## src/rtl/instr_fetch_pkg.sv

```systemverilog
// Shared fetch/decode definitions: opcode encodings, NOP, reset PC and fetch FSM encodings.
package instr_fetch_pkg;

    localparam logic [6:0] OP_LUI    = 7'b0110111;
    localparam logic [6:0] OP_AUIPC  = 7'b0010111;
    localparam logic [6:0] OP_JAL    = 7'b1101111;
    localparam logic [6:0] OP_JALR   = 7'b1100111;
    localparam logic [6:0] OP_BRANCH = 7'b1100011;
    localparam logic [6:0] OP_LOAD   = 7'b0000011;
    localparam logic [6:0] OP_STORE  = 7'b0100011;
    localparam logic [6:0] OP_IMM    = 7'b0010011;
    localparam logic [6:0] OP_OP     = 7'b0110011;

    localparam logic [31:0] NOP_INST         = 32'h0000_0013;
    localparam logic [31:0] RESET_PC_DEFAULT = 32'h0000_0000;

    localparam logic [1:0] ST_BOOT = 2'd0;
    localparam logic [1:0] ST_RUN  = 2'd1;
    localparam logic [1:0] ST_HALT = 2'd2;

    // Every defined opcode ends in 2'b11, so a bad inst[1:0] also lands in default.
    function automatic logic opcode_illegal(input logic [31:0] word);
        case (word[6:0])
            OP_LUI, OP_AUIPC, OP_JAL, OP_JALR, OP_BRANCH,
            OP_LOAD, OP_STORE, OP_IMM, OP_OP: opcode_illegal = 1'b0;
            default:                          opcode_illegal = 1'b1;
        endcase
    endfunction

endpackage

```

## src/rtl/instr_fetch_if.sv

```systemverilog
// Fetch unit bus: imem request/response, decode-side instruction stream and redirect input.
interface instr_fetch_if #(
    parameter int XLEN = 32
);
    // Handshakes: a transfer happens on a rising edge where valid and ready are both high;
    // once valid is raised its payload holds until that transfer (a redirect may cancel a
    // pending imem request). Responses carry no ready and arrive in request order.
    logic            imem_req_valid;
    logic            imem_req_ready;
    logic [XLEN-1:0] imem_addr;
    logic            imem_rsp_valid;
    logic [31:0]     imem_rsp_data;
    logic            inst_valid;
    logic            inst_ready;
    logic [31:0]     inst;
    logic [XLEN-1:0] inst_pc;
    logic            inst_illegal;
    logic            redirect_valid;
    logic [XLEN-1:0] redirect_pc;

    modport master (
        output imem_req_valid, imem_addr, inst_valid, inst, inst_pc, inst_illegal,
        input  imem_req_ready, imem_rsp_valid, imem_rsp_data, inst_ready,
               redirect_valid, redirect_pc
    );

    modport slave (
        input  imem_req_valid, imem_addr, inst_valid, inst, inst_pc, inst_illegal,
        output imem_req_ready, imem_rsp_valid, imem_rsp_data, inst_ready,
               redirect_valid, redirect_pc
    );
endinterface

```

## src/rtl/instr_fetch_queue.sv

```systemverilog
// fetch_queue: 2-entry synchronous FIFO with flush; head is read straight from registers.
module fetch_queue #(
    parameter int W = 32
) (
    input  logic         clk,
    input  logic         rst,
    input  logic         flush,
    input  logic         push,
    input  logic [W-1:0] push_data,
    input  logic         pop,
    output logic [W-1:0] head,
    output logic [1:0]   count
);
    logic [W-1:0] mem [2];
    logic         wr_ptr;
    logic         rd_ptr;
    logic         do_push;
    logic         do_pop;

    // A push into a full queue is allowed only when the head leaves in the same cycle.
    assign do_pop  = pop & (count != 2'd0);
    assign do_push = push & ((count != 2'd2) | do_pop);
    assign head    = mem[rd_ptr];

    always_ff @(posedge clk) begin
        if (!rst) begin
            wr_ptr <= 1'b0;
            rd_ptr <= 1'b0;
            count  <= 2'd0;
            for (int i = 0; i < 2; i++) mem[i] <= '0;
        end else if (flush) begin
            wr_ptr <= 1'b0;
            rd_ptr <= 1'b0;
            count  <= 2'd0;
        end else begin
            if (do_push) begin
                mem[wr_ptr] <= push_data;
                wr_ptr      <= ~wr_ptr;
            end
            if (do_pop) rd_ptr <= ~rd_ptr;
            count <= count + 2'(do_push) - 2'(do_pop);
        end
    end
endmodule

```

## src/rtl/instr_fetch.sv

```systemverilog
// Instruction fetch: owns the PC, issues imem reads, buffers in-order responses for decode
// and handles redirects, including discarding responses to requests made before them.
module instr_fetch
    import instr_fetch_pkg::*;
#(
    parameter int              XLEN     = 32,
    parameter logic [XLEN-1:0] RESET_PC = XLEN'(RESET_PC_DEFAULT)
) (
    input  logic          clk,
    input  logic          rst,
    instr_fetch_if.master bus,
    output logic [1:0]    dbg_state
);
    logic [1:0]       state;
    logic [XLEN-1:0]  pc;
    logic [1:0]       outst;
    logic [1:0]       drop;

    logic [1:0]       f_cnt;
    logic [1:0]       tq_cnt;
    logic [XLEN-1:0]  tag_head;
    logic [XLEN+31:0] iq_head;

    logic             pop;
    logic [2:0]       occ;
    logic             issue;
    logic             rsp_seen;
    logic             rsp_accept;
    logic [31:0]      head_word;

    assign pop   = bus.inst_valid & bus.inst_ready;
    assign occ   = {1'b0, outst} + {1'b0, f_cnt} - {2'b00, pop};
    assign issue = bus.imem_req_valid & bus.imem_req_ready;

    // outst is zero in BOOT, so late responses from before a reset are ignored there.
    assign rsp_seen   = bus.imem_rsp_valid & (outst != 2'd0);
    assign rsp_accept = rsp_seen & (drop == 2'd0) & ~bus.redirect_valid & (tq_cnt != 2'd0);

    assign bus.imem_req_valid = (state == ST_RUN) & ~bus.redirect_valid & (occ < 3'd2);
    assign bus.imem_addr      = pc;

    assign head_word        = (f_cnt == 2'd0) ? NOP_INST : iq_head[31:0];
    assign bus.inst_valid   = (f_cnt != 2'd0) & (state != ST_HALT);
    assign bus.inst         = head_word;
    assign bus.inst_pc      = (f_cnt == 2'd0) ? '0 : iq_head[XLEN+31:32];
    assign bus.inst_illegal = opcode_illegal(head_word);
    assign dbg_state        = state;

    always_ff @(posedge clk) begin
        if (!rst) begin
            state <= ST_BOOT;
            pc    <= RESET_PC;
            outst <= 2'd0;
            drop  <= 2'd0;
        end else if (bus.redirect_valid) begin
            // Everything still in flight is stale, including a response landing right now.
            state <= ST_RUN;
            pc    <= {bus.redirect_pc[XLEN-1:2], 2'b00};
            outst <= outst - 2'(rsp_seen);
            drop  <= outst - 2'(rsp_seen);
        end else begin
            case (state)
                ST_BOOT: state <= ST_RUN;
                ST_RUN:  if (pop && bus.inst_illegal) state <= ST_HALT;
                default: state <= state;
            endcase
            if (issue) pc <= pc + XLEN'(4);
            outst <= outst + 2'(issue) - 2'(rsp_seen);
            if (rsp_seen && drop != 2'd0) drop <= drop - 2'd1;
        end
    end

    fetch_queue #(.W(XLEN)) u_tag_q (
        .clk       (clk),
        .rst       (rst),
        .flush     (bus.redirect_valid),
        .push      (issue),
        .push_data (pc),
        .pop       (rsp_accept),
        .head      (tag_head),
        .count     (tq_cnt)
    );

    fetch_queue #(.W(XLEN + 32)) u_inst_q (
        .clk       (clk),
        .rst       (rst),
        .flush     (bus.redirect_valid),
        .push      (rsp_accept),
        .push_data ({tag_head, bus.imem_rsp_data}),
        .pop       (pop),
        .head      (iq_head),
        .count     (f_cnt)
    );
endmodule
```

## src/flat_wrapper.sv

```systemverilog
// flat-port wrapper written by rule: the top's interface ports become plain ports
module instr_fetch_flat import instr_fetch_pkg::*;
#(
    parameter int              XLEN     = 32,
    parameter logic [XLEN-1:0] RESET_PC = XLEN'(RESET_PC_DEFAULT)
)
  (clk, rst, dbg_state, bus_imem_req_valid, bus_imem_addr, bus_inst_valid, bus_inst, bus_inst_pc, bus_inst_illegal, bus_imem_req_ready, bus_imem_rsp_valid, bus_imem_rsp_data, bus_inst_ready, bus_redirect_valid, bus_redirect_pc);
  instr_fetch_if #(.XLEN(XLEN)) bus_i ();
  input  logic clk;
  input  logic rst;
  output logic [1:0] dbg_state;
  output wire logic [$bits(bus_i.imem_req_valid)-1:0] bus_imem_req_valid;
  output wire logic [$bits(bus_i.imem_addr)-1:0] bus_imem_addr;
  output wire logic [$bits(bus_i.inst_valid)-1:0] bus_inst_valid;
  output wire logic [$bits(bus_i.inst)-1:0] bus_inst;
  output wire logic [$bits(bus_i.inst_pc)-1:0] bus_inst_pc;
  output wire logic [$bits(bus_i.inst_illegal)-1:0] bus_inst_illegal;
  input wire logic [$bits(bus_i.imem_req_ready)-1:0] bus_imem_req_ready;
  input wire logic [$bits(bus_i.imem_rsp_valid)-1:0] bus_imem_rsp_valid;
  input wire logic [$bits(bus_i.imem_rsp_data)-1:0] bus_imem_rsp_data;
  input wire logic [$bits(bus_i.inst_ready)-1:0] bus_inst_ready;
  input wire logic [$bits(bus_i.redirect_valid)-1:0] bus_redirect_valid;
  input wire logic [$bits(bus_i.redirect_pc)-1:0] bus_redirect_pc;
  assign bus_imem_req_valid = bus_i.imem_req_valid;
  assign bus_imem_addr = bus_i.imem_addr;
  assign bus_inst_valid = bus_i.inst_valid;
  assign bus_inst = bus_i.inst;
  assign bus_inst_pc = bus_i.inst_pc;
  assign bus_inst_illegal = bus_i.inst_illegal;
  assign bus_i.imem_req_ready = bus_imem_req_ready;
  assign bus_i.imem_rsp_valid = bus_imem_rsp_valid;
  assign bus_i.imem_rsp_data = bus_imem_rsp_data;
  assign bus_i.inst_ready = bus_inst_ready;
  assign bus_i.redirect_valid = bus_redirect_valid;
  assign bus_i.redirect_pc = bus_redirect_pc;
  instr_fetch #(.XLEN(XLEN), .RESET_PC(RESET_PC)) u_core (.clk(clk), .rst(rst), .bus(bus_i), .dbg_state(dbg_state));
endmodule
```

## config.mk

```make
export PLATFORM = sky130hd
export DESIGN_NAME = instr_fetch_flat
export DESIGN_NICKNAME = d
export VERILOG_FILES = /design/src/rtl/instr_fetch_pkg.sv /design/src/rtl/instr_fetch_if.sv /design/src/rtl/instr_fetch_queue.sv /design/src/rtl/instr_fetch.sv /design/src/flat_wrapper.sv
export SDC_FILE = /design/constraint.sdc
export NUM_CORES = 1
export LEC_CHECK = 0
export CORE_ASPECT_RATIO = 1.75
export CORE_MARGIN = 1
export CORE_UTILIZATION = 54
export DETAILED_ROUTE_END_ITERATION = 7
export GPL_TIMING_DRIVEN = 0
export PLACE_DENSITY = 0.85
export SETUP_SLACK_MARGIN = 0.1
export SYNTH_ARGS = -nofsm -noshare
export SYNTH_HDL_FRONTEND = slang
export SYNTH_SLANG_ARGS = --single-unit
```

## constraint.sdc

```tcl
create_clock -name clk -period 6 [get_ports clk]
set_clock_uncertainty 0.2 [all_clocks]
set_input_delay 1.2 -clock clk [delete_from_list [all_inputs] [get_ports clk]]
set_output_delay 1.2 -clock clk [all_outputs]
set_load 0.02 [all_outputs]
```

==> metrics.cfg <==
[run_status]
status = complete, no violations

[clocking]
path_clk_slew_ns = 0.06
ctsResizeCount = 0
clock-sinks = 230
cts.path.max_buffers = 3
cts_buffers = 21
cts_tree = yes
htree_num_levels = 1
root_buffer = clkbuf_16
clk_latency_ns = 0.51
cts_setup_buffers = 0
cts_hold_repair.buffers = 0

[synthesis]
syn_inst = 900
yosys_register_bits = 230
netlist_area_um2 = 10600
synth_edf_count = 184
ys_types = 67
synth_area_leaders = edfxtp_1 (52%), mux2i_1 (8.8%), dfxtp_1 (8.7%)
synth_commonest_cells = edfxtp_1 (184), nor2_1 (154), and2_1 (120)
postSynth.asyncResetShare = 0
ys_warn_count = 0
syn_avg_cell_area_um2 = 11.8
yosysMostFrequentCell = edfxtp_1
ys_seq_area_frac = 0.609
synthFlopType = edfxtp_1
yosysTopAreaCell = edfxtp_1
synth_top_area_frac = 0.522

[finish]
layout.nets = 1168
layoutNonFillerInstCount = 1342
n_antenna_cell = 0
area_growth_pct = 24.7
drive_above_1_share = 0.0545
fin_util = 0.688

[floorplan]
die_h_um = 187
fp.dieW_um = 108
core_area_um2 = 19200
die_area_um2 = 20200
num_rows = 67
initial_utilization = 0.551
num_io_pins = 171

[timing]
hold_violations = 0
fmax_mhz = 181
slew_violations = 0
min_period_ns = 5.53
worst_pin_slew_ns = 0.973
rsz0062_at_grt = false
maxSlewHeadroom = 0.345
setup_viol = 0
finalCritPeriodShare = 0.922

[drt]
ant_nets = 0
routed_wl_um = 24800
wl_per_cell_um = 18.5
drt_pre_antenna_iters = 5
viasPerCell = 5.69
drt_iter0_markers = 375
vias = 7633
drt_drc_violations_left = 0

[power]
p_int_mw = 2.64
p_sw_frac = 0.223
p_seq_frac = 0.537
power_frac_clock = 0.385
peakVddDrop_v = 0.000224
p_sw_uw = 759
power_mw = 3.40
combPwrFrac = 0.078
power-per-cell-area_nw_per_um2 = 258
p_leak_nw = 4.46

[critical_path]
worst_setup_path_end_kind = output port
startpoint_type = input port
rr_worst_depth = 12
reg2reg_from = u_core.u_inst_q.count[1]
crit_fanout = 5
critPathArrivalTime_ns = 4.13
reg2reg_to = u_core.u_tag_q.mem[1][6]
worst_ep_required_time_ns = 4.60
r2r_slack_ns = 1.05
critPathKind = in -> out

[global_route]
track_usage = 0.249
grt_pass1_wl_um = 38800
gr-usage-met3 = 0.0317
grt_max_degree = 63
busiest_layer = met2
grt_pass1_vias = 7712
use_met1 = 0.261
met2_usage = 0.467
overflow = 0
antenna_found_initial = 0

[min_path]
whs_path_depth = 2
holdCritPathClass = reg -> reg
hold_start = u_core.u_inst_q.rd_ptr

[placed_design]
dp_hpwl_um = 18000
dp.cells = 1307
gp_congestion = 0.982
port_buffers = 163

[job]
max-cap-violations = 0

[state kept, by name (all words and copies together), names as in the netlist, 2 cells and up, named ones only]
signal / flops
u_core.u_inst_q.mem: 124
u_core.u_tag_q.mem: 60
u_core.u_tag_q.count: 2
u_core.bus.imem_addr: 30
u_core.outst: 2
u_core.dbg_state: 2
u_core.drop: 2
u_core.u_inst_q.count: 2
[cell families (layout without fill, tap and decap cells)]
kind of cell,count (synthesis),in the layout,synth area share
other cells,1,4,0.000354
flops,230,230,0.609
mux,94,94,0.0890
simple gates,396,396,0.196
fa+ha+maj,9,9,0.0114
xor+xnor,19,19,0.0157
buf+inv,71,269,0.0283
compound gates,80,80,0.0498
[power groups by stage]
stage / clock network [mW] / registers [mW] / logic, mW
floorplan: 0 / 1.86 / 0.130
global placement: 0 / 1.86 / 0.256
detailed placement: 0 / 1.86 / 0.263
CTS: 1.31 / 1.83 / 0.265
global route: 1.37 / 1.83 / 0.286
finish: 1.31 / 1.83 / 0.266
[critical path: stages]
cell and delay [ns]:
clkdlybuf4s50_1 0.46, nand2_1 0.12, nor2_1 0.35, ha_1 0.31
nand2b_1 0.15, fa_1 0.39, xnor2_1 0.51, nor2_1 0.09
clkdlybuf4s50_1 0.56
[through the flow]
stage	cell area [um^2]	setup WS (ns)	hold WS [ns]	TNS (ns)
6_report	13200	0.465	0.324	0
5_1_grt	13200	0.388	0.367	0
4_1_cts	13200	0.151	0.321	0
3_5_place_dp	12500	-0.350	0.299	-17.40
3_3_place_gp	12500	-0.222	0.295	-12.57
2_1_floorplan	10600	1.02	0.281	0
[routing by layer]
| layer | wire (um) | part of all wire | vias up |
|---|---|---|---|
| met5 | 0 | 0 | - |
| met4 | 1250 | 0.050 | 0 |
| met3 | 1410 | 0.057 | 83 |
| met2 | 13700 | 0.55 | 325 |
| met1 | 8510 | 0.34 | 3650 |
| li1 | - | - | 3575 |
[layout make-up]
cell class	count	area, um^2
buffer	54	234
clock buffer	26	554
clock inverter	9	100
fill	1351	6000
inverter	17	65.1
multi-input combinational	602	3870
sequential	230	6450
tap	241	302
timing repair buffer	163	1630
[cells in the final DEF (no fill, tap or decap), types with 4 or more instances in the layout]
cell / instances
o21a_1: 4
clkbuf_16: 21
nor4_1: 14
edfxtp_1: 184
conb_1: 4
clkinv_2: 5
buf_1: 9
xor2_1: 4
nor3_1: 8
ha_1: 8
and2_1: 120
a21oi_1: 18
and3_1: 7
mux2i_1: 93
inv_1: 15
clkdlybuf4s50_1: 163
nor2_1: 154
o21ai_0: 24
clkbuf_1: 37
nand2b_1: 5
buf_2: 5
xnor2_1: 15
dfxtp_1: 46
a311oi_1: 4
nor3b_1: 5
nand2_1: 27
or3_1: 7
a31oi_1: 6
buf_4: 4
nand4_1: 13
nand3_1: 13
[how the worst max path moves through the flow]
stage / cells after the start / startpoint / slack (ns) / to
2_1_floorplan: 12 / bus_inst_ready / 1.02 / u_core.u_tag_q.mem[1][10]
3_3_place_gp: 13 / bus_inst_ready / -0.22 / u_core.u_tag_q.mem[1][16]
3_5_place_dp: 13 / bus_inst_ready / -0.35 / u_core.u_tag_q.mem[1][14]
4_1_cts: 13 / bus_inst_ready / 0.15 / u_core.u_tag_q.mem[1][14]
5_1_grt: 9 / bus_inst_ready / 0.39 / bus_imem_req_valid
6_report: 9 / bus_inst_ready / 0.47 / bus_imem_req_valid
Note: power is estimated with default switching activity, not from simulation.
